--- config.mk ---
export PLATFORM = sky130hd
export DESIGN_NAME = hazard_controller_flat
export DESIGN_NICKNAME = d
export VERILOG_FILES = /design/src/rtl/hazard_controller_pkg.sv /design/src/rtl/hazard_controller_if.sv /design/src/rtl/hazard_controller_src_use_decode.sv /design/src/rtl/hazard_controller.sv /design/src/flat_wrapper.sv
export SDC_FILE = /design/constraint.sdc
export NUM_CORES = 1
export LEC_CHECK = 0
export BUFFER_PORTS_ARGS = -buffer_cell sky130_fd_sc_hd__clkbuf_2
export CAP_MARGIN = 10
export CORE_MARGIN = 3
export CORE_UTILIZATION = 45
export DETAILED_ROUTE_END_ITERATION = 6
export GPL_TIMING_DRIVEN = 1
export PLACE_DENSITY = 0.75
export SLEW_MARGIN = 20
export SYNTH_ARGS = -nofsm -noshare
export SYNTH_HDL_FRONTEND = slang
export SYNTH_SLANG_ARGS = --single-unit
--- constraint.sdc ---
create_clock -name clk_i -period 3.9 [get_ports clk_i]
set_input_delay 0.78 -clock clk_i [delete_from_list [all_inputs] [get_ports clk_i]]
set_output_delay 0.78 -clock clk_i [all_outputs]
set_load 0.05 [all_outputs]
--- src/rtl/hazard_controller_pkg.sv ---
// Shared pipeline header: opcodes, hazard FSM encodings and the NOP word.
// Pure declarations, no latency or flow control of its own.
package hazard_controller_pkg;

    localparam logic [6:0] opcode_r   = 7'b0110011;
    localparam logic [6:0] opcode_imm = 7'b0010011;
    localparam logic [6:0] opcode_lw  = 7'b0000011;
    localparam logic [6:0] opcode_sw  = 7'b0100011;
    localparam logic [6:0] opcode_beq = 7'b1100011;

    localparam logic [31:0] NOP = 32'h0;

    typedef enum logic [1:0] {
        RUN      = 2'd0,
        LU_STALL = 2'd1,
        FREEZE   = 2'd2
    } hz_state_e;

    function automatic logic is_beq(input logic [31:0] ins);
        return ins[6:0] == opcode_beq;
    endfunction

endpackage

--- src/rtl/hazard_controller_if.sv ---
// IF/ID boundary bundle: fetch side, ID/EX hazard inputs, IF/ID register and pipeline controls.
// Wires only; the controller reacts combinationally and there is no ready/valid backpressure.
interface hazard_controller_if #(
    parameter int CNT_W = 16
);
    logic [31:0]      if_ins_i;
    logic [31:0]      if_pc_i;
    logic             if_valid_i;
    logic [4:0]       ex_rd_i;
    logic             ex_memread_i;
    logic             branch_taken_i;
    logic             mem_stall_i;

    logic [31:0]      id_ins_o;
    logic [31:0]      id_pc_o;
    logic             id_valid_o;
    logic             pc_write_o;
    logic             idex_bubble_o;
    logic             pipe_hold_o;
    logic [CNT_W-1:0] stall_cnt_o;
    logic [CNT_W-1:0] flush_cnt_o;

    modport master (
        output if_ins_i, if_pc_i, if_valid_i, ex_rd_i, ex_memread_i,
               branch_taken_i, mem_stall_i,
        input  id_ins_o, id_pc_o, id_valid_o, pc_write_o, idex_bubble_o,
               pipe_hold_o, stall_cnt_o, flush_cnt_o
    );

    modport slave (
        input  if_ins_i, if_pc_i, if_valid_i, ex_rd_i, ex_memread_i,
               branch_taken_i, mem_stall_i,
        output id_ins_o, id_pc_o, id_valid_o, pc_write_o, idex_bubble_o,
               pipe_hold_o, stall_cnt_o, flush_cnt_o
    );
endinterface

--- src/rtl/hazard_controller_src_use_decode.sv ---
// Source-register extraction and use flags for an instruction word; shared with forwarding.
// Purely combinational, zero latency, no flow control.
module src_use_decode
    import hazard_controller_pkg::*;
(
    input  logic [31:0] ins_i,
    output logic [4:0]  rs1_o,
    output logic [4:0]  rs2_o,
    output logic        use_rs1_o,
    output logic        use_rs2_o
);
    logic unused_bits;

    assign rs1_o       = ins_i[19:15];
    assign rs2_o       = ins_i[24:20];
    assign unused_bits = ^{ins_i[31:25], ins_i[14:7]};

    always_comb begin
        use_rs1_o = 1'b0;
        use_rs2_o = 1'b0;
        case (ins_i[6:0])
            opcode_r:   begin use_rs1_o = 1'b1; use_rs2_o = 1'b1; end
            opcode_imm: begin use_rs1_o = 1'b1; end
            opcode_lw:  begin use_rs1_o = 1'b1; end
            opcode_sw:  begin use_rs1_o = 1'b1; use_rs2_o = 1'b1; end
            opcode_beq: begin use_rs1_o = 1'b1; use_rs2_o = 1'b1; end
            default:    begin use_rs1_o = 1'b0; use_rs2_o = 1'b0; end
        endcase
    end
endmodule

--- src/rtl/hazard_controller.sv ---
// IF/ID register plus load-use / branch-flush / memory-freeze sequencing; controls are same-cycle.
// IF/ID holds on any stall; mem_stall_i freezes everything and takes priority over hazards.
module hazard_controller
    import hazard_controller_pkg::*;
#(
    parameter int LU_CYCLES = 1,
    parameter int CNT_W     = 16
) (
    input  logic clk_i,
    input  logic rst_i,
    hazard_controller_if.slave bus
);
    hz_state_e        state_q, state_d;
    hz_state_e        ret_q, ret_d;
    hz_state_e        eff_state;
    logic [1:0]       lu_cnt_q, lu_cnt_d;
    logic [31:0]      id_ins_q, id_ins_d;
    logic [31:0]      id_pc_q, id_pc_d;
    logic             id_valid_q, id_valid_d;
    logic [CNT_W-1:0] stall_cnt_q, stall_cnt_d;
    logic [CNT_W-1:0] flush_cnt_q, flush_cnt_d;

    logic             pc_write, idex_bubble, pipe_hold;
    logic [4:0]       rs1, rs2;
    logic             use_rs1, use_rs2;
    logic             lu_hit, br_flush;

    src_use_decode u_src_use_decode (
        .ins_i     (id_ins_q),
        .rs1_o     (rs1),
        .rs2_o     (rs2),
        .use_rs1_o (use_rs1),
        .use_rs2_o (use_rs2)
    );

    assign lu_hit = id_valid_q & bus.ex_memread_i & (bus.ex_rd_i != 5'd0) &
                    ((use_rs1 & (rs1 == bus.ex_rd_i)) | (use_rs2 & (rs2 == bus.ex_rd_i)));
    assign br_flush = id_valid_q & is_beq(id_ins_q) & bus.branch_taken_i;

    // Once memory releases, FREEZE behaves exactly like the state it interrupted.
    assign eff_state = (state_q == FREEZE) ? ret_q : state_q;

    always_comb begin
        state_d     = state_q;
        ret_d       = ret_q;
        lu_cnt_d    = lu_cnt_q;
        id_ins_d    = id_ins_q;
        id_pc_d     = id_pc_q;
        id_valid_d  = id_valid_q;
        stall_cnt_d = stall_cnt_q;
        flush_cnt_d = flush_cnt_q;
        pc_write    = 1'b1;
        idex_bubble = 1'b0;
        pipe_hold   = 1'b0;

        if (rst_i) begin
            pc_write    = 1'b0;
            idex_bubble = 1'b1;
        end else if (bus.mem_stall_i) begin
            pc_write  = 1'b0;
            pipe_hold = 1'b1;
            state_d   = FREEZE;
            ret_d     = eff_state;
        end else if (eff_state == LU_STALL) begin
            pc_write    = 1'b0;
            idex_bubble = 1'b1;
            if (lu_cnt_q == 2'd1) begin
                state_d  = RUN;
                lu_cnt_d = 2'd0;
            end else begin
                state_d  = LU_STALL;
                lu_cnt_d = lu_cnt_q - 2'd1;
            end
        end else if (lu_hit) begin
            pc_write    = 1'b0;
            idex_bubble = 1'b1;
            if (LU_CYCLES > 1) begin
                state_d  = LU_STALL;
                lu_cnt_d = 2'(LU_CYCLES - 1);
            end else begin
                state_d  = RUN;
            end
        end else if (br_flush) begin
            // Wrong-path fetch is dropped; the PC mux already steers to the target.
            state_d    = RUN;
            id_ins_d   = NOP;
            id_valid_d = 1'b0;
            id_pc_d    = bus.if_pc_i;
            if (flush_cnt_q != {CNT_W{1'b1}}) flush_cnt_d = flush_cnt_q + 1'b1;
        end else begin
            state_d    = RUN;
            id_ins_d   = bus.if_ins_i;
            id_pc_d    = bus.if_pc_i;
            id_valid_d = bus.if_valid_i;
        end

        if (!rst_i && !pc_write && (stall_cnt_q != {CNT_W{1'b1}}))
            stall_cnt_d = stall_cnt_q + 1'b1;
    end

    always_ff @(posedge clk_i) begin
        if (rst_i) begin
            state_q     <= RUN;
            ret_q       <= RUN;
            lu_cnt_q    <= 2'd0;
            id_ins_q    <= NOP;
            id_pc_q     <= 32'h0;
            id_valid_q  <= 1'b0;
            stall_cnt_q <= '0;
            flush_cnt_q <= '0;
        end else begin
            state_q     <= state_d;
            ret_q       <= ret_d;
            lu_cnt_q    <= lu_cnt_d;
            id_ins_q    <= id_ins_d;
            id_pc_q     <= id_pc_d;
            id_valid_q  <= id_valid_d;
            stall_cnt_q <= stall_cnt_d;
            flush_cnt_q <= flush_cnt_d;
        end
    end

    assign bus.id_ins_o      = id_ins_q;
    assign bus.id_pc_o       = id_pc_q;
    assign bus.id_valid_o    = id_valid_q;
    assign bus.pc_write_o    = pc_write;
    assign bus.idex_bubble_o = idex_bubble;
    assign bus.pipe_hold_o   = pipe_hold;
    assign bus.stall_cnt_o   = stall_cnt_q;
    assign bus.flush_cnt_o   = flush_cnt_q;
endmodule
--- src/flat_wrapper.sv ---
// flat-port wrapper written by rule: the top's interface ports become plain ports
module hazard_controller_flat import hazard_controller_pkg::*;
#(
    parameter int LU_CYCLES = 1,
    parameter int CNT_W     = 16
)
  (clk_i, rst_i, bus_if_ins_i, bus_if_pc_i, bus_if_valid_i, bus_ex_rd_i, bus_ex_memread_i, bus_branch_taken_i, bus_mem_stall_i, bus_id_ins_o, bus_id_pc_o, bus_id_valid_o, bus_pc_write_o, bus_idex_bubble_o, bus_pipe_hold_o, bus_stall_cnt_o, bus_flush_cnt_o);
  hazard_controller_if #(.CNT_W(CNT_W)) bus_i ();
  input  logic clk_i;
  input  logic rst_i;
  input wire logic [$bits(bus_i.if_ins_i)-1:0] bus_if_ins_i;
  input wire logic [$bits(bus_i.if_pc_i)-1:0] bus_if_pc_i;
  input wire logic [$bits(bus_i.if_valid_i)-1:0] bus_if_valid_i;
  input wire logic [$bits(bus_i.ex_rd_i)-1:0] bus_ex_rd_i;
  input wire logic [$bits(bus_i.ex_memread_i)-1:0] bus_ex_memread_i;
  input wire logic [$bits(bus_i.branch_taken_i)-1:0] bus_branch_taken_i;
  input wire logic [$bits(bus_i.mem_stall_i)-1:0] bus_mem_stall_i;
  output wire logic [$bits(bus_i.id_ins_o)-1:0] bus_id_ins_o;
  output wire logic [$bits(bus_i.id_pc_o)-1:0] bus_id_pc_o;
  output wire logic [$bits(bus_i.id_valid_o)-1:0] bus_id_valid_o;
  output wire logic [$bits(bus_i.pc_write_o)-1:0] bus_pc_write_o;
  output wire logic [$bits(bus_i.idex_bubble_o)-1:0] bus_idex_bubble_o;
  output wire logic [$bits(bus_i.pipe_hold_o)-1:0] bus_pipe_hold_o;
  output wire logic [$bits(bus_i.stall_cnt_o)-1:0] bus_stall_cnt_o;
  output wire logic [$bits(bus_i.flush_cnt_o)-1:0] bus_flush_cnt_o;
  assign bus_i.if_ins_i = bus_if_ins_i;
  assign bus_i.if_pc_i = bus_if_pc_i;
  assign bus_i.if_valid_i = bus_if_valid_i;
  assign bus_i.ex_rd_i = bus_ex_rd_i;
  assign bus_i.ex_memread_i = bus_ex_memread_i;
  assign bus_i.branch_taken_i = bus_branch_taken_i;
  assign bus_i.mem_stall_i = bus_mem_stall_i;
  assign bus_id_ins_o = bus_i.id_ins_o;
  assign bus_id_pc_o = bus_i.id_pc_o;
  assign bus_id_valid_o = bus_i.id_valid_o;
  assign bus_pc_write_o = bus_i.pc_write_o;
  assign bus_idex_bubble_o = bus_i.idex_bubble_o;
  assign bus_pipe_hold_o = bus_i.pipe_hold_o;
  assign bus_stall_cnt_o = bus_i.stall_cnt_o;
  assign bus_flush_cnt_o = bus_i.flush_cnt_o;
  hazard_controller #(.LU_CYCLES(LU_CYCLES), .CNT_W(CNT_W)) u_core (.clk_i(clk_i), .rst_i(rst_i), .bus(bus_i));
endmodule
Word level (Yosys, flattened, before mapping)
Cells that the tools add are included.
{"block": "word_totals", "register_bits": 103, "inputBits": 75, "out_inout_bits": 100}
{"block": "op_classes", "add_sub_neg": 3, "eq_ne": 12, "n_mux": 19, "bitwise": 11, "reduce_logical": 11}
{"cell": "$add 16x1->16 const B", "count": 2}
{"cell": "$mux 32", "count": 1}
{"cell": "$ne 16x16->1 const B", "count": 2}
{"cell": "$mux 1", "count": 15}
{"cell": "$eq 7x6->1 const B", "count": 2}
{"cell": "$eq 5x5->1", "count": 2}
{"cell": "$and 1x1->1", "count": 7}
{"cell": "$eq 7x2->1 const B", "count": 1}
{"cell": "$eq 7x5->1 const B", "count": 1}
{"cell": "$eq 7x7->1 const B", "count": 1}
{"cell": "$mux 2", "count": 3}
{"cell": "$reduce_or 3->1", "count": 2}
{"cell": "$reduce_and 5->1", "count": 1}
{"cell": "$reduce_bool 5->1", "count": 1}
{"cell": "$reduce_or 5->1", "count": 1}
{"cell": "$eq 2x1->1 const B", "count": 2}
{"cell": "$not 1->1", "count": 3}
{"cell": "$reduce_and 3->1", "count": 1}
{"cell": "$eq 2x2->1 const B", "count": 1}
{"cell": "$logic_and 1x1->1", "count": 2}
{"cell": "$logic_not 1->1", "count": 2}
{"cell": "$reduce_and 2->1", "count": 1}
{"cell": "$sub 2x1->2 const B", "count": 1}
{"cell": "$or 1x1->1", "count": 1}

Logic depth before layout (Yosys ltp)
Gate-level depths: netlist of run 1.
{"block": "logic_depth", "depth_word": 13, "ltp_mapped": 9}

By module
From an unflattened synthesis of run 1, not the netlist that was laid out.
{"block": "hier_totals", "cells_unflattened": 550, "hier_area_um2": 4438.0}
{"mod": "hazard_controller", "n_inst": 1, "cells_per_inst": 535, "area_each_um2": 4321.6, "seq_area_each_um2": 2062.0}
{"mod": "src_use_decode", "n_inst": 1, "cells_per_inst": 15, "area_each_um2": 116.4, "seq_area_each_um2": 0.0}

Worst setup path after synthesis of run 1
No wires, ideal clock.
{"block": "synth_timing", "path_type": "in2out", "start": "input bus_ex_rd_i[0]", "end": "output bus_pc_write_o", "t_arrival_ns": 2.583, "required_time_ns": 3.120, "slack_ns": 0.537, "stages": 7, "n_path_buf": 2, "cell_sequence": "or4_4 nor2_2 or3_4 o21ai_2 buf_6 clkbuf_1 nor2_1"}
{"block": "synth_via", "elab_chain_len": 8}
{"element": "from (decl)", "line": "flat_wrapper.sv:14", "rtl": "input wire logic [$bits(bus_i.ex_rd_i)-1:0] bus_ex_rd_i;"}
{"element": "$eq 5x5->1", "line": "hazard_controller.sv:37", "rtl": "((use_rs1 & (rs1 == bus.ex_rd_i)) | (use_rs2 & (rs2 == bus.ex_rd_i)));"}
{"element": "$and 1x1->1", "line": "hazard_controller.sv:37"}
{"element": "$or 1x1->1", "line": "hazard_controller.sv:37"}
{"element": "$and 1x1->1 *", "line": "hazard_controller.sv:36", "rtl": "assign lu_hit = id_valid_q & bus.ex_memread_i & (bus.ex_rd_i != 5'd0) &"}
{"element": "$mux 1 *", "line": "hazard_controller.sv:74", "rtl": "end else if (lu_hit) begin"}
{"element": "$mux 1 *", "line": "hazard_controller.sv:64", "rtl": "end else if (eff_state == LU_STALL) begin"}
{"element": "$mux 1 *", "line": "hazard_controller.sv:59", "rtl": "end else if (bus.mem_stall_i) begin"}
{"element": "$mux 1 *", "line": "hazard_controller.sv:56", "rtl": "if (rst_i) begin"}
{"element": "to (decl)", "line": "flat_wrapper.sv:21", "rtl": "output wire logic [$bits(bus_i.pc_write_o)-1:0] bus_pc_write_o;"}
Every way passes the cells marked *; elsewhere a longest branch is shown, timed or not.

Worst setup path in the final report of run 1
{"block": "layout_timing", "start": "input bus_ex_rd_i[0]", "end": "output bus_idex_bubble_o"}
{"block": "layout_via", "elab_chain_len": 8}
{"element": "$eq 5x5->1", "line": "hazard_controller.sv:37"}
{"element": "$and 1x1->1", "line": "hazard_controller.sv:37"}
{"element": "$or 1x1->1", "line": "hazard_controller.sv:37"}
{"element": "$and 1x1->1 *", "line": "hazard_controller.sv:36"}
{"element": "$mux 1 *", "line": "hazard_controller.sv:74"}
{"element": "$mux 1 *", "line": "hazard_controller.sv:64"}
{"element": "$mux 1 *", "line": "hazard_controller.sv:59"}
{"element": "$mux 1 *", "line": "hazard_controller.sv:56"}
{"element": "to (decl)", "line": "flat_wrapper.sv:22", "rtl": "output wire logic [$bits(bus_i.idex_bubble_o)-1:0] bus_idex_bubble_o;"}
Marks and branches as above.

==> run summary, run 1 <==
## Run status
• **run status** finished clean

## Floorplan
• **number of placement rows** 35
• **effective utilization at floorplan** 0.471
• **height of the die** 105 microns
• **boundary pin count** 175
• **Die X** 105 microns
• **Floorplan Core Area** 0.00942 sq mm
• **total die area** 0.0111 sq mm

## Pwr
• **combinational power share** 0.164
• **share of power burned in registers** 0.532
• **power per standard cell area** 381 mW/mm^2
• **relative contribution of the clock network to total power** 0.303
• **net switching power figure** 0.655 mW
• **P_leak** 2.31 nW
• **cell internal power dissipation** 1.44 mW
• **worst voltage drop across the vdd grid** 0.210 mV
• **Switching Share** 0.312

## Detailed routing
• **detailed-routing iteration count for the pre-antenna-repair pass** 4
• **residual antenna-violating net count after detailed routing** 0
• **post-detailed-route wirelength per cell** 14.2 microns
• **Vias** 4443
• **post-detailed-route via-to-cell ratio** 5.31
• **residual DRC count** 0
• **drt initial violations** 196
• **routed wire length** 11900 microns

## Critical path
• **family with the most delay on the worst path** simple AND/OR/NAND/NOR gates
• **maximum fanout encountered on the critical timing path** 3
• **number of logic stages on the critical path including buffering** 8
• **kind of start point of the critical path** input pin
• **capturing element of the worst setup path** bus_idex_bubble_o
• **critical register-to-register path startpoint** u_core.bus.id_ins_o[5]
• **slowest library cell on the worst path** sky130_fd_sc_hd__or4_4
• **Setup CP Type** input pin to output pin
• **critical path startpoint** bus_ex_rd_i[0]
• **Arr. time, crit path** 2310 ps
• **cell-by-cell listing of the critical path** clkbuf_2 -> or4_4 -> nor2_2 -> nor3_1 -> nand2_1 -> a21oi_1 -> or2_2 -> clkbuf_2
• **number of cells traversed by the worst register-to-register path** 7
• **Crit path top cell by count** sky130_fd_sc_hd__clkbuf_2
• **FF-to-FF setup slack** 1480 ps
• **delay of the slowest cell on the worst path** 540 ps
• **WP data required** 3120 ps
• **endpoint of the worst-slack reg-to-reg timing path** u_core.bus.stall_cnt_o[14]
• **worst path bufs/invs** 2
• **capturing element type of the critical path** output pin

## Place
• **HPWL after DPL** 8240 microns
• **Routability Congestion** 0.927
• **Buffers on Ports** 174

## Yosys
• **Cell variety after synth** 52
• **count of yosys warnings during synthesis** 0
• **instance count of the mapped netlist** 550
• **mean cell area of the mapped netlist** 8.06 sq um
• **part of the Yosys area used for sequential elements** 0.465
• **number of enable-type register cells in the synthesized netlist** 0
• **Post-synth ARST share** 0
• **FF+latch count, synth** 103
• **top_reg_cell synth** sky130_fd_sc_hd__dfxtp_1
• **number of nets produced by synthesis** 628
• **Mapped Area** 0.00443 sq mm

## Clock network
• **# hold bufs at CTS** 0
• **buffers inserted by post-CTS timing repair** 0
• **clock tree root driver cell** sky130_fd_sc_hd__clkbuf_8
• **clock tree from TritonCTS** done
• **Bufs on Longest Clock Path** 2
• **post_cts resized** 0
• **Clock Pin Slew Worst Setup and Hold Paths** 110 ps
• **CTS HTree Levels** 3
• **clock sink total** 103
• **clock latency reported for the late side of the worst-skew pair** 350 ps
• **clock buffers created by TritonCTS** 9

## STA
• **final hold violation count** 0
• **Final Hold Slack** 457 ps
• **final-report max-slew violation count** 0
• **worst clock skew** 15.9 ps
• **setup-violating endpoint count in the final report** 0
• **Worst Tran Pin Value** 1090 ps
• **Relative slew margins** 0.271
• **Tmin final** 3090 ps
• **upper clock frequency limit** 0.324 GHz
• **fin crit share** 0.792
• **unrepaired setup endpoints after global routing** false
• **setup_tns** 0 ps

## Run
• **reported max-cap violation count** 0

## Layout
• **flip-flop and latch area** 0.00206 sq mm
• **combined area of the multi-input logic cells** 0.00215 sq mm
• **Area growth syn-to-layout** 24.4%
• **number of antenna cells inserted** 0
• **share of layout cells above drive strength 1** 0.297
• **layout net count** 781
• **number of inserted filler cells in the final layout** 873

## Global routing
• **remaining global-route overflow** 0
• **number of antenna violations at the first check in global routing** 0
• **number of global-route vias before repair** 4097
• **pin count of the biggest net entering global routing** 108
• **aggregate global-route resource usage** 0.209
• **global-route wire length before repair** 19400 microns

## Hold path
• **worst hold-check path type** flip-flop to flip-flop

## through the flow
stage                     cell area (sq um)  std cells  setup WS, ps   util  total power, mW
after floorplan                        4430        550           537      -             1.39
after global placement                 5330        821           856  0.566             1.48
after detailed placement               5330        821           817  0.566             1.49
after CTS                              5510        837           813  0.586             2.12
after global routing                   5510        837           750  0.586             2.19
final                                  5510        837           813  0.586             2.10
## layout by cell type, fill, tap and decap left out, drive strengths merged, types with 11 or more instances in the layout
cell type  synthesis  final
o21ai             14     14
clkbuf            22    183
or4               14     14
dfxtp            103    103
nor2              23     23
a21oi             93     93
nand3             50     50
nand2            117    117
inv                8     11
o31ai             11     11
## layer usage
| layer | vias to the layer above | routed length [microns] | GRT usage | share of wire |
|---|---|---|---|---|
| met5 | - | 0 | 0 | 0 |
| met4 | 0 | 149 | 0.0572 | 0.013 |
| met3 | 15 | 1010 | 0.0772 | 0.085 |
| met2 | 150 | 5620 | 0.336 | 0.47 |
| met1 | 2061 | 5110 | 0.265 | 0.43 |
| li1 | 2217 | - | - | - |
## registers in the layout (all words and copies together) (netlist names)
name,flops
u_core.bus.stall_cnt_o,16
u_core.bus.id_valid_o,1
u_core.bus.id_ins_o,32
u_core.bus.id_pc_o,32
u_core.state_q,2
u_core.lu_cnt_q,2
u_core.ret_q,2
u_core.bus.flush_cnt_o,16
## synthesized netlist by cell type, types with 3 or more instances
| cell | instances | area, sq um |
|---|---|---|
| sky130_fd_sc_hd__o21ai_0 | 12 | 60.1 |
| sky130_fd_sc_hd__nor3_1 | 6 | 30.0 |
| sky130_fd_sc_hd__and3_1 | 3 | 18.8 |
| sky130_fd_sc_hd__nand2_1 | 117 | 439 |
| sky130_fd_sc_hd__a21oi_1 | 93 | 465 |
| sky130_fd_sc_hd__nor2b_1 | 8 | 50.1 |
| sky130_fd_sc_hd__or4_1 | 13 | 97.6 |
| sky130_fd_sc_hd__inv_1 | 8 | 30.0 |
| sky130_fd_sc_hd__mux2_2 | 4 | 45.0 |
| sky130_fd_sc_hd__nand3_1 | 50 | 250 |
| sky130_fd_sc_hd__dfxtp_1 | 103 | 2060 |
| sky130_fd_sc_hd__o31ai_1 | 11 | 82.6 |
| sky130_fd_sc_hd__or3_1 | 9 | 56.3 |
| sky130_fd_sc_hd__buf_6 | 3 | 33.8 |
| sky130_fd_sc_hd__clkbuf_1 | 22 | 82.6 |
| sky130_fd_sc_hd__ha_1 | 3 | 37.5 |
| sky130_fd_sc_hd__nor2_1 | 22 | 82.6 |
| sky130_fd_sc_hd__xnor2_1 | 10 | 87.6 |
| sky130_fd_sc_hd__nand4_1 | 6 | 37.5 |
| sky130_fd_sc_hd__buf_2 | 3 | 15.0 |
| sky130_fd_sc_hd__buf_4 | 9 | 67.6 |
## logic make-up (layout without fill, tap and decap cells)
kind of cell    after synthesis  count (layout)  synth area share
flops                       103             103             0.465
simple gates                251             251             0.272
fa+ha+maj                     3               3           0.00847
mux                           6               6            0.0150
buf+inv                      46             204            0.0525
compound gates              131             131             0.168
xor+xnor                     10              10            0.0198
## power by group through the flow
stage / combinational, mW / clock (mW) / sequential (mW)
2_1_floorplan: 0.113 / 0 / 1.27
3_3_place_gp: 0.339 / 0 / 1.14
3_5_place_dp: 0.346 / 0 / 1.14
4_1_cts: 0.347 / 0.655 / 1.12
5_1_grt: 0.370 / 0.701 / 1.12
6_report: 0.345 / 0.637 / 1.12
## final cells by class
class | instances | area share
clock buffers | 10 | 0.0250
clock inverters | 6 | 0.00930
inverters | 8 | 0.00545
multi-input cells | 401 | 0.391
flip-flops and latches | 103 | 0.374
well taps | 129 | 0.0293
repair buffers | 180 | 0.167
## how the worst min path moves through the flow
stage,slack [ps],depth (start not counted),start,end
2_1_floorplan,460,2,u_core.ret_q[0],u_core.ret_q[0]
3_3_place_gp,440,2,u_core.bus.id_ins_o[8],u_core.bus.id_ins_o[8]
3_5_place_dp,450,2,u_core.bus.id_pc_o[4],u_core.bus.id_pc_o[4]
4_1_cts,460,2,u_core.bus.id_pc_o[4],u_core.bus.id_pc_o[4]
5_1_grt,480,2,u_core.bus.id_ins_o[7],u_core.bus.id_ins_o[7]
6_report,460,2,u_core.bus.id_ins_o[8],u_core.bus.id_ins_o[8]
## worst reg2reg max path, stage by stage (launching register included)
cell	delay [ps]
sky130_fd_sc_hd__dfxtp_1	430
sky130_fd_sc_hd__and2b_1	180
sky130_fd_sc_hd__o21ai_1	110
sky130_fd_sc_hd__or3_4	450
sky130_fd_sc_hd__o21ai_4	170
sky130_fd_sc_hd__buf_4	600
sky130_fd_sc_hd__nand4b_1	170
sky130_fd_sc_hd__nor3b_1	170
Power figures use the tool's default switching activity.
==> run 2, diff against run 1 <==
--- a/config.mk
+++ b/config.mk
@@ -5,13 +5,14 @@
 export SDC_FILE = /design/constraint.sdc
 export NUM_CORES = 1
 export LEC_CHECK = 0
+export ABC_AREA = 1
 export BUFFER_PORTS_ARGS = -buffer_cell sky130_fd_sc_hd__clkbuf_2
 export CAP_MARGIN = 10
 export CORE_MARGIN = 3
 export CORE_UTILIZATION = 45
 export DETAILED_ROUTE_END_ITERATION = 6
 export GPL_TIMING_DRIVEN = 1
-export PLACE_DENSITY = 0.75
+export PLACE_DENSITY = 0.77
 export SLEW_MARGIN = 20
 export SYNTH_ARGS = -nofsm -noshare
 export SYNTH_HDL_FRONTEND = slang
==> constraint.sdc (replaced) <==
create_clock -name clk_i -period 2.8 [get_ports clk_i]
set_input_delay 0.56 -clock clk_i [delete_from_list [all_inputs] [get_ports clk_i]]
set_output_delay 0.56 -clock clk_i [all_outputs]
set_load 0.05 [all_outputs]
==> run 2 against run 1 <==
Effect of this change: flip-flop and latch count did not move; routed wire length rose by 9.0%; clock power grew 42%; combinational power is 54% higher; cell count up 12%; clock skew decreased by 4.7 ps; sequential power is 40% higher; highest routed layer unchanged; total power increased by 43%; sequential share of layout area decreased by 2.1 points.
==> run summary, run 2 <==
## Global routing
• **remaining global-route overflow** 0
• **aggregate global-route resource usage** 0.213
• **number of global-route vias before repair** 4518
• **pin count of the biggest net entering global routing** 74
• **global-route wire length before repair** 20600 microns
• **number of antenna violations at the first check in global routing** 0

## Yosys
• **cell type with the highest aggregate area in the netlist** sky130_fd_sc_hd__dfxtp_1
• **mean cell area of the mapped netlist** 7.40 sq um
• **Cell variety after synth** 31
• **FF+latch count, synth** 103
• **Post-synth ARST share** 0
• **count of yosys warnings during synthesis** 0
• **Yosys top cell area share** 0.436
• **number of nets produced by synthesis** 718
• **top post-synthesis cells by count** sky130_fd_sc_hd__nand2_1, sky130_fd_sc_hd__nand3_1, sky130_fd_sc_hd__dfxtp_1
• **top_reg_cell synth** sky130_fd_sc_hd__dfxtp_1
• **cell with the most instances after synthesis** sky130_fd_sc_hd__nand2_1
• **part of the Yosys area used for sequential elements** 0.436
• **number of enable-type register cells in the synthesized netlist** 0
• **Mapped Area** 0.00473 sq mm
• **instance count of the mapped netlist** 640
• **top cells by area, synth** sky130_fd_sc_hd__dfxtp_1, sky130_fd_sc_hd__nand2_1, sky130_fd_sc_hd__nand3_1

## STA
• **fin crit share** 0.854
• **Tmin final** 2390 ps
• **worst clock skew** 11.3 ps
• **setup_tns** 0 ps
• **final-report max-slew violation count** 0
• **setup slack of the critical path after layout** 409 ps
• **unrepaired setup endpoints after global routing** false
• **Final Hold Slack** 376 ps
• **final hold violation count** 0
• **Worst Tran Pin Value** 749 ps
• **upper clock frequency limit** 0.418 GHz
• **Relative slew margins** 0.501
• **setup-violating endpoint count in the final report** 0

## Floorplan
• **effective utilization at floorplan** 0.473
• **number of placement rows** 36
• **total die area** 0.0118 sq mm
• **boundary pin count** 175
• **Floorplan Core Area** 0.0100 sq mm
• **Die X** 109 microns
• **height of the die** 109 microns

## Layout
• **final cell utilization of the core** 0.584
• **share of layout cells above drive strength 1** 0.292
• **final standard cell area without fillers** 0.00584 sq mm
• **layout net count** 875
• **most common cell after layout, fill and taps aside** sky130_fd_sc_hd__clkbuf_2
• **number of inserted filler cells in the final layout** 966
• **number of antenna cells inserted** 0
• **leading cell types in the layout, fill and taps excluded** sky130_fd_sc_hd__clkbuf_2, sky130_fd_sc_hd__nand2_1, sky130_fd_sc_hd__nand3_1
• **Area growth syn-to-layout** 23.4%

## Clock network
• **clock tree from TritonCTS** done
• **buffers inserted by post-CTS timing repair** 0
• **CTS HTree Levels** 3
• **Clock Pin Slew Worst Setup and Hold Paths** 110 ps
• **Bufs on Longest Clock Path** 2
• **clock buffers created by TritonCTS** 9
• **clock tree root driver cell** sky130_fd_sc_hd__clkbuf_8
• **clock sink total** 103
• **# hold bufs at CTS** 0
• **clock latency reported for the late side of the worst-skew pair** 360 ps
• **post_cts resized** 0

## Critical path
• **Arr. time, crit path** 1830 ps
• **FF-to-FF setup slack** 600 ps
• **maximum fanout encountered on the critical timing path** 5
• **capturing element type of the critical path** output pin
• **critical register-to-register path startpoint** u_core.bus.id_ins_o[5]
• **critical path startpoint** u_core.bus.id_ins_o[5]
• **number of cells traversed by the worst register-to-register path** 9
• **capturing element of the worst setup path** bus_idex_bubble_o
• **Setup CP Type** flip-flop to output pin
• **endpoint of the worst-slack reg-to-reg timing path** u_core.bus.id_ins_o[2]
• **WP data required** 2240 ps
• **kind of start point of the critical path** flip-flop

## Detailed routing
• **Vias** 4849
• **drt initial violations** 296
• **routed wire length** 12900 microns
• **residual antenna-violating net count after detailed routing** 0
• **detailed-routing iteration count for the pre-antenna-repair pass** 6
• **post-detailed-route via-to-cell ratio** 5.19
• **residual DRC count** 0
• **post-detailed-route wirelength per cell** 13.8 microns

## Place
• **HPWL after DPL** 9480 microns
• **Routability Congestion** 0.868
• **Buffers on Ports** 174
• **setup slack at placement** 382 ps
• **placed inst area** 0.00565 sq mm

## Pwr
• **power per standard cell area** 515 mW/mm^2
• **P_leak** 2.80 nW
• **worst voltage drop across the vdd grid** 0.377 mV

## Run
• **reported max-cap violation count** 0

## Hold path
• **worst hold-check path type** input pin to flip-flop

## Run status
• **run status** finished clean

run 2: cell types whose count changed in the layout (fill, tap and decap cells not counted), sizes merged, moves of 9 or more:
cell	change
nor2	+9
nand2	+65
o31ai	-11
xor2	+16
a21oi	-57
inv	+39
nor2b	-9
or3	-9
or4	-14
nand3	+57
nand4	+29
run 2: report_power, final:
part,switching (mW),internal (mW)
clock,0.558,0.345
combinational,0.401,0.131
sequential,0.0438,1.53
total,1.00,2.01
run 2: area by class of cell:
| cell class | count | area (sq um) | share of cell area |
|---|---|---|---|
| clock inverters | 7 | 66.3 | 0.0113 |
| flip-flops and latches | 103 | 2060 | 0.353 |
| well taps | 133 | 166 | 0.0285 |
| clock buffers | 9 | 124 | 0.0212 |
| repair buffers | 182 | 931 | 0.159 |
| inverters | 47 | 176 | 0.0302 |
| multi-input cells | 454 | 2320 | 0.397 |
run 2: cells by family after synthesis:
group | Yosys count | share of synthesized area
simple gates | 368 | 0.361
flops | 103 | 0.436
buf+inv | 83 | 0.0764
compound gates | 58 | 0.0727
xor+xnor | 25 | 0.0462
fa+ha+maj | 3 | 0.00793
run 2: metal layers:
metal,part of all wire,vias up,global-route usage
met5,0,-,0
met4,0.014,0,0.0586
met3,0.096,19,0.0675
met2,0.48,215,0.360
li1,-,2426,-
met1,0.41,2189,0.262
run 2: how the worst min path moves through the flow:
stage,depth (start not counted),to,from,slack (ps)
after floorplan,2,u_core.lu_cnt_q[1],u_core.lu_cnt_q[1],430
after global placement,2,u_core.lu_cnt_q[1],u_core.lu_cnt_q[1],450
after detailed placement,2,u_core.bus.id_ins_o[14],u_core.bus.id_ins_o[14],460
after CTS,3,u_core.bus.id_pc_o[17],bus_if_pc_i[17],360
after global routing,3,u_core.bus.id_pc_o[9],bus_if_pc_i[9],370
final,3,u_core.bus.id_pc_o[31],bus_if_pc_i[31],380
run 2: stage by stage:
step	total power [mW]	std cells
5_1_grt	3.13	935
4_1_cts	3.03	935
3_5_place_dp	2.14	919
6_report	3.01	935
3_3_place_gp	2.13	919
2_1_floorplan	1.98	640
run 2: critical path: stages (launching register included):
cell                       delay [ps]
sky130_fd_sc_hd__dfxtp_1          440
sky130_fd_sc_hd__nand2_1           80
sky130_fd_sc_hd__a21boi_0         150
sky130_fd_sc_hd__nand2_1           90
sky130_fd_sc_hd__nor2_2           160
sky130_fd_sc_hd__a21oi_4           80
sky130_fd_sc_hd__o21ai_1          170
sky130_fd_sc_hd__clkbuf_2         310
==> run 3, diff against run 2 <==
--- a/config.mk
+++ b/config.mk
@@ -8,6 +8,7 @@
 export ABC_AREA = 1
 export BUFFER_PORTS_ARGS = -buffer_cell sky130_fd_sc_hd__clkbuf_2
 export CAP_MARGIN = 10
+export CORE_ASPECT_RATIO = 1.1
 export CORE_MARGIN = 3
 export CORE_UTILIZATION = 45
 export DETAILED_ROUTE_END_ITERATION = 6
==> run 3 against run 2 <==
Effect of this change: global-route usage rose by 1.1 points; count of clock-buffer cells in the layout did not move; critical endpoint is now bus_pc_write_o; worst hold slack worse by 8.9 ps; total power up 2.2%.
==> run summary, run 3 (synthesized netlist as in run 2, its figures left out) <==
## Critical path
• **maximum fanout encountered on the critical timing path** 13
• **family with the most delay on the worst path** simple AND/OR/NAND/NOR gates
• **Setup CP Type** flip-flop to output pin
• **slowest library cell on the worst path** sky130_fd_sc_hd__dfxtp_1
• **WP data required** 2240 ps
• **cell-by-cell listing of the critical path** inv_1 -> nand2_1 -> nand2_1 -> nor2_1 -> nand3_1 -> nand2_1 -> nand2_1 -> nand3_2 -> nor2_4 -> buf_12
• **capturing element type of the critical path** output pin
• **delay of the slowest cell on the worst path** 350 ps
• **FF-to-FF setup slack** 580 ps
• **Arr. time, crit path** 1850 ps
• **worst path bufs/invs** 2
• **Crit path top cell by count** sky130_fd_sc_hd__nand2_1
• **kind of start point of the critical path** flip-flop

## STA
• **final hold violation count** 0
• **Tmin final** 2410 ps
• **Relative slew margins** 0.472
• **setup-violating endpoint count in the final report** 0
• **worst clock skew** 13.9 ps
• **fin crit share** 0.860
• **Worst Tran Pin Value** 792 ps
• **setup_tns** 0 ps
• **unrepaired setup endpoints after global routing** false
• **final-report max-slew violation count** 0
• **upper clock frequency limit** 0.415 GHz

## Global routing
• **aggregate global-route resource usage** 0.225
• **global-route wire length before repair** 22300 microns
• **number of global-route vias before repair** 4822
• **GR Layer Usage met1** 0.278
• **pin count of the biggest net entering global routing** 74
• **GR Layer Usage met2** 0.367
• **remaining global-route overflow** 0
• **met3 GRT Util** 0.0640
• **grt peak-use layer** met2
• **number of antenna violations at the first check in global routing** 0

## Clock network
• **post_cts resized** 0
• **Bufs on Longest Clock Path** 2
• **Clock Pin Slew Worst Setup and Hold Paths** 110 ps
• **clock buffers created by TritonCTS** 9
• **buffers inserted by post-CTS timing repair** 0
• **CTS HTree Levels** 3
• **clock sink total** 103
• **clock latency reported for the late side of the worst-skew pair** 370 ps
• **clock tree from TritonCTS** done
• **clock tree root driver cell** sky130_fd_sc_hd__clkbuf_8
• **# hold bufs at CTS** 0

## Place
• **Buffers on Ports** 174
• **Routability Congestion** 0.893
• **HPWL after DPL** 9420 microns

## Detailed routing
• **post-detailed-route via-to-cell ratio** 5.21
• **routed wire length** 13100 microns
• **residual DRC count** 0
• **post-detailed-route wirelength per cell** 13.9 microns
• **residual antenna-violating net count after detailed routing** 0
• **detailed-routing iteration count for the pre-antenna-repair pass** 5
• **Vias** 4917
• **drt initial violations** 324

## Layout
• **layout net count** 877
• **combined area of the multi-input logic cells** 0.00232 sq mm
• **flip-flop and latch area** 0.00206 sq mm
• **Area growth syn-to-layout** 24.6%
• **share of layout cells above drive strength 1** 0.294
• **leading cell types in the layout, fill and taps excluded** sky130_fd_sc_hd__clkbuf_2, sky130_fd_sc_hd__nand2_1, sky130_fd_sc_hd__nand3_1
• **final cell utilization of the core** 0.585
• **number of inserted filler cells in the final layout** 973
• **most common cell after layout, fill and taps aside** sky130_fd_sc_hd__clkbuf_2
• **number of antenna cells inserted** 0

## Run status
• **run status** finished clean

## Pwr
• **worst voltage drop across the vdd grid** 0.326 mV
• **power per standard cell area** 521 mW/mm^2
• **P_leak** 2.83 nW

## Floorplan
• **total die area** 0.0118 sq mm
• **Die X** 104 microns
• **number of placement rows** 38
• **effective utilization at floorplan** 0.470
• **boundary pin count** 175
• **Floorplan Core Area** 0.0101 sq mm
• **height of the die** 114 microns

## Hold path
• **worst hold-check path type** input pin to flip-flop

## Run
• **reported max-cap violation count** 0

## run 3: cell count changes in the layout (fill, tap and decap cells not counted), sizes merged
cell,delta
inv,-1
buf,+3
clkinvlp,-1
clkinv,+1
clkbuf,-1
bufinv,+1
## run 3: worst paths after layout
check | start | to | cells past startpoint
max reg2reg | u_core.bus.id_ins_o[24] | u_core.bus.id_ins_o[2] | 11
max | u_core.bus.id_ins_o[24] | bus_pc_write_o | 10
min reg2reg | u_core.lu_cnt_q[1] | u_core.lu_cnt_q[1] | 2
min | bus_if_pc_i[13] | u_core.bus.id_pc_o[13] | 3
## run 3: metal layers
metal  wire, microns  part of all wire
met1            5440              0.41
met2            6180              0.47
met3            1110             0.085
met4             385             0.029
met5               0                 0
## run 3: worst register-to-register path: stages, from the launching register on
cell,delay (ps)
sky130_fd_sc_hd__dfxtp_1,390
sky130_fd_sc_hd__inv_1,70
sky130_fd_sc_hd__nand2_1,60
sky130_fd_sc_hd__nand2_1,50
sky130_fd_sc_hd__nor2_1,150
sky130_fd_sc_hd__nand3_1,90
sky130_fd_sc_hd__nand2_1,130
sky130_fd_sc_hd__nand2_1,90
sky130_fd_sc_hd__nand3_2,100
sky130_fd_sc_hd__buf_4,320
sky130_fd_sc_hd__nand2_1,340
sky130_fd_sc_hd__o21ai_0,330
## run 3: power breakdown
part	switching, mW	total, mW	internal, mW
logic	0.404	0.539	0.135
registers	0.0431	1.57	1.53
clock network	0.538	0.963	0.424
## run 3: cell type report
cell class              instances  area share
multi-input cells             454       0.393
inverters                      47      0.0299
flip-flops and latches        103       0.350
clock buffers                   9      0.0210
clock inverters                 7      0.0136
well taps                     140      0.0297
repair buffers                184       0.163
## run 3: per-stage QoR
stage	power, mW	std cells	cell area [sq um]	hold slack (ps)	setup slack (ps)
detailed placement	2.15	928	5690	459	333
finish	3.07	944	5900	367	392
global route	3.20	944	5900	361	149
floorplan	1.98	640	4730	434	106
global placement	2.13	928	5690	445	436
CTS	3.10	944	5900	349	342
